<file path="src/rtl/iseq_arbiter_pkg.sv">
// Shared encodings for the instruction-sequence arbiter: FSM states and output source tags.
package iseq_arbiter_pkg;

    localparam int INSTR_W = 32;

    typedef enum logic {
        ARB_IDLE    = 1'b0,
        ARB_APP_SEQ = 1'b1
    } arb_state_t;

    // Tag bits are {is_app, is_mnt} so the register maps straight onto the two tag outputs.
    typedef enum logic [1:0] {
        SRC_NONE = 2'b00,
        SRC_APP  = 2'b10,
        SRC_MNT  = 2'b01
    } src_tag_t;

endpackage

</file>
<file path="src/rtl/iseq_arbiter_sat_wait_counter.sv">
// Saturating wait counter with an equality compare against a fixed threshold.
module sat_wait_counter #(
    parameter int WAIT_W = 8,
    parameter int THRESH = 64
) (
    input  logic clk,
    input  logic rst,
    input  logic clr,
    input  logic inc,
    output logic hit
);

    localparam logic [WAIT_W-1:0] THR = WAIT_W'(THRESH);

    logic [WAIT_W-1:0] count;

    // Saturates at all-ones so a long wait can never wrap back through the threshold.
    always_ff @(posedge clk) begin
        if (rst || clr) begin
            count <= '0;
        end else if (inc && (count != '1)) begin
            count <= count + 1'b1;
        end
    end

    assign hit = (count == THR);

endmodule

</file>
<file path="src/rtl/iseq_arbiter.sv">
// Arbiter between application and maintenance instruction streams with atomic app sequences.
// Optional grant statistics ports are built in when ARB_STATS_EN is defined.
module iseq_arbiter
    import iseq_arbiter_pkg::*;
#(
    parameter int MAX_MAINT_WAIT = 64,
    parameter int WAIT_W         = 8
) (
    input  logic               clk,
    input  logic               rst,
    input  logic               app_en,
    input  logic [INSTR_W-1:0] app_instr,
    input  logic               app_last,
    output logic               app_ack,
    input  logic               maint_en,
    input  logic [INSTR_W-1:0] maint_instr,
    output logic               maint_ack,
    output logic               out_en,
    output logic [INSTR_W-1:0] out_instr,
    input  logic               out_ready,
    output logic               out_is_app,
    output logic               out_is_mnt,
    output logic               seq_open,
    output logic               maint_starved
`ifdef ARB_STATS_EN
    ,
    output logic [31:0]        app_grant_cnt,
    output logic [31:0]        maint_grant_cnt
`endif
);

    // Handshake: each source holds en/data until its ack; the output holds out_en/out_instr
    // until out_en & out_ready, and a new instruction is taken only when the slot is free.
    arb_state_t state;
    src_tag_t   tag;
    logic       slot;
    logic       wait_hit;

    assign slot = ~out_en | out_ready;

    always_comb begin
        app_ack   = 1'b0;
        maint_ack = 1'b0;
        if (!rst && slot) begin
            if (state == ARB_IDLE) begin
                maint_ack = maint_en;
                app_ack   = app_en & ~maint_en;
            end else begin
                app_ack   = app_en;
            end
        end
    end

    always_ff @(posedge clk) begin
        if (rst) begin
            state     <= ARB_IDLE;
            out_en    <= 1'b0;
            out_instr <= '0;
            tag       <= SRC_NONE;
        end else begin
            if (app_ack) begin
                state <= app_last ? ARB_IDLE : ARB_APP_SEQ;
            end

            if (app_ack) begin
                out_en    <= 1'b1;
                out_instr <= app_instr;
                tag       <= SRC_APP;
            end else if (maint_ack) begin
                out_en    <= 1'b1;
                out_instr <= maint_instr;
                tag       <= SRC_MNT;
            end else if (out_ready) begin
                out_en    <= 1'b0;
                tag       <= SRC_NONE;
            end
        end
    end

    // seq_open is the FSM state itself, so it doubles as the state observation point.
    assign seq_open                 = (state == ARB_APP_SEQ);
    assign {out_is_app, out_is_mnt} = tag;

    sat_wait_counter #(
        .WAIT_W (WAIT_W),
        .THRESH (MAX_MAINT_WAIT)
    ) u_wait (
        .clk (clk),
        .rst (rst),
        .clr (maint_ack | ~maint_en),
        .inc (maint_en & ~maint_ack),
        .hit (wait_hit)
    );

    always_ff @(posedge clk) begin
        if (rst || maint_ack) begin
            maint_starved <= 1'b0;
        end else if (wait_hit) begin
            maint_starved <= 1'b1;
        end
    end

`ifdef ARB_STATS_EN
    always_ff @(posedge clk) begin
        if (rst) begin
            app_grant_cnt   <= '0;
            maint_grant_cnt <= '0;
        end else begin
            if (app_ack)   app_grant_cnt   <= app_grant_cnt + 32'd1;
            if (maint_ack) maint_grant_cnt <= maint_grant_cnt + 32'd1;
        end
    end
`endif

endmodule

</file>
<file path="config.mk">
export PLATFORM = sky130hd
export DESIGN_NAME = iseq_arbiter
export DESIGN_NICKNAME = d
export VERILOG_FILES = /design/src/rtl/iseq_arbiter_pkg.sv /design/src/rtl/iseq_arbiter_sat_wait_counter.sv /design/src/rtl/iseq_arbiter.sv
export SDC_FILE = /design/constraint.sdc
export NUM_CORES = 1
export LEC_CHECK = 0
export CAP_MARGIN = 5
export CORE_MARGIN = 3
export CORE_UTILIZATION = 40
export CTS_CLUSTER_DIAMETER = 50
export DETAILED_ROUTE_END_ITERATION = 10
export GPL_ROUTABILITY_DRIVEN = 0
export PLACE_DENSITY_LB_ADDON = 0.15
export SYNTH_ARGS = -nofsm -noshare
export SYNTH_HDL_FRONTEND = slang
export SYNTH_SLANG_ARGS = --single-unit
export TNS_END_PERCENT = 10
</file>
<file path="constraint.sdc">
create_clock -name clk -period 1.7 [get_ports clk]
set_clock_uncertainty 0.2 [all_clocks]
set_input_delay 0.34 -clock clk [delete_from_list [all_inputs] [get_ports clk]]
set_output_delay 0.34 -clock clk [all_outputs]
set_load 0.005 [all_outputs]
</file>
==> metrics.txt <==
Worst Setup Path Type=flop to primary output; Area after DPL=3450 µm²; count of pins over their slew limit=0; drt wl/cell=roughly 16 µm; WHS=205 ps; grt ovf=0; Antenna Nets Post-Route=0; Synth area leader=dfxtp_1; Worst slew margin=between 70% and 80%; # DRC=0; post-route cell area=3850 µm²; layout cells sized above 1=22.1%; vias in the first global route=2,495; VDD IR-drop max=roughly 0.39 mV; Clock Latency Late Sink=~290 ps; vias per cell=5.30; CP Data Arrival Time=1280 ps; fillcell total=between 300 and 400; Hold Crit Depth=3; core area=4910 µm²; crit-path max FO=2; DIE HEIGHT=78.6 µm; largest net degree at the start of global routing=34; Num CTS Buffers=5; Crit-path slowest cell=dfxtp_2; CP Launch Type=flop; drt first-iter violations=between 90 and 100; fin crit period=~1800 ps; Syn Nets=333; async set-reset flop share out of synthesis=0%; leakage power figure=1.80 nW; Fin. Hold Viols=0; Worst Tran Pin Value=337 ps; failing checks=negative setup slack; Post-Syn Area=2110 µm²; total number of vias=2,486; synth unique cells=33; area grow syn2layout=82.9%; fin cells=approximately 470; Die Wd=78.6 µm; CP peak stage delay=340 ps; post-place setup slack=-822 ps; Synth Area per Inst=8.07 µm²; root buffer cell=clkbuf_8; dpl hpwl=roughly 4700 µm; gr usage total=24.3%; EDFF count, synth=0; initial cell density of the core=42.9%; IO buf count=108; Area contributors post-synth=dfxtp_1 43%, o21ai_0 13%, a21oi_1 10%; status=finished, violations left; sequence of cells on the critical path=and2b_2 > buf_6 > nor4_4 > buf_2; CP required=1160 ps; io pins=between 100 and 150; total of warnings raised by yosys=0; final worst-path setup slack=-121 ps; Clock Path Buffers=2; die area=between 6000 and 7000 µm²; hold_buf cts=0; Post-Place Cells=approximately 450; setup_tns=-819 ps; Synth Instances=~260; post-synthesis sequential area ratio=42.8%; FP Rows=25; first-pass GRT wire length=11,800 µm; endpoint type of the worst setup path=primary output; RSZ-0062 raised after global routing=yes; drt total wl=about 7500 µm; final setup fails=33; antenna violations before repair=0; Main synth FF type=dfxtp_1; CTS tree=yes; Total Nets Final=473; top cell type's share of synthesized area=42.8%; clock slew at reported path FFs=80 ps; Worst R2R Path Depth=8; H-tree depth=2; flops & latches, synth=45; FMAX=549 MHz; Pre-antenna DRT Iters=4; total power draw=2.72 mW; antenna diode count=0; CTS Sinks=45; PD cells=707 nW/µm²; worst hold path type=primary input to flop; total of max-cap violations=0; Final Util=about 78%; Final period util=107%
==> path summary, 6_finish.rpt <==
path	slack, ps	startpoint	end
setup / recovery	-120	out_en$_SDFFE_PP0P_	app_ack
hold / removal	200	rst	tag[1]$_SDFFE_PP0P_
setup reg to reg	-50	out_en$_SDFFE_PP0P_	out_instr[27]$_SDFFE_PP0P_
hold reg to reg	310	u_wait.count[6]$_SDFFE_PP0P_	u_wait.count[6]$_SDFFE_PP0P_
==> cells in the final DEF, fill, tap and decap left out, types with 3 or more instances in the layout <==
cell and instances:
clkdlybuf4s50_1 71, o21ai_0 33, dlymetal6s2s_1 23, o21ai_2 5, nand2_1 3, a21oi_2 3, o21ai_1 27, a21oi_1 40
buf_6 8, dfxtp_2 14, o31ai_1 3, clkbuf_8 6, inv_1 6, nand4_1 3, nor2_1 4, dfxtp_1 31
buf_4 34, dlygate4sd2_1 9, or3_1 34, nor3_1 4
==> worst max-delay path, delay by kind of cell, from the launching register on <==
family	cells	cell delay [ps]
AND/OR/NAND/NOR	2	360
buffers and inverters	2	290
flip-flops	1	340
==> area by class of cell <==
cell class                      count  area, µm²  area share [%]
Timing Repair Buffer              154       1550            40.3
Tap cell                           67       83.8            2.18
Multi-Input combinational cell    188       1160            30.0
Clock buffer                        7       86.3            2.24
Inverter                            7       26.3           0.682
Clock inverter                      1       30.0           0.780
Sequential cell                    45        918            23.8
==> per-layer routing <==
| layer | track usage (%) | part of all wire, % | routed length (µm) |
|---|---|---|---|
| met1 | 28.4 | 43 | 3200 |
| met2 | 41.2 | 49 | 3650 |
| met3 | 7.91 | 6.6 | 494 |
| met5 | 0 | 0 | 0 |
| met4 | 8.92 | 1.8 | 138 |
==> registers in the layout (all words and copies together) (netlist names) <==
signal	flops
out_en	1
tag	2
maint_starved	1
u_wait.count	8
seq_open	1
out_instr	32
==> logic make-up (layout without fill, tap and decap cells) <==
family	Yosys count	count (layout)	synth area share, %
simple gates	65	65	19.1
compound gates	119	119	30.3
mux	1	1	0.475
xor+xnor	1	1	0.416
flops	45	45	42.8
fa+ha+maj	2	2	1.19
buf+inv	28	169	5.70
==> cells in the mapped netlist, types with 3 or more instances <==
cell,instances
a21oi_1,43
nand4_1,3
nand2_1,3
clkbuf_1,14
nor2_1,6
inv_1,7
dfxtp_1,45
o21ai_1,11
or3_1,34
o31ai_1,3
nor3_1,5
o21ai_0,54
buf_2,6
==> report_power, final <==
part | internal, mW | total [mW] | switching, mW | leakage (nW)
combinational | 0.420 | 0.704 | 0.284 | 1.37
clock | 0.480 | 0.845 | 0.365 | 0.0585
sequential | 1.13 | 1.17 | 0.0385 | 0.375
==> timing repair <==
action | in CTS | in global routing
gates cloned | 4 | 0
setup buffers | 7 | 1
hold endpoints to repair | 0 | 0
setup endpoints to repair | 52 | 69
gates resized for setup | 48 | 67
pin swaps | 3 | 2
Power figures use the tool's default switching activity.
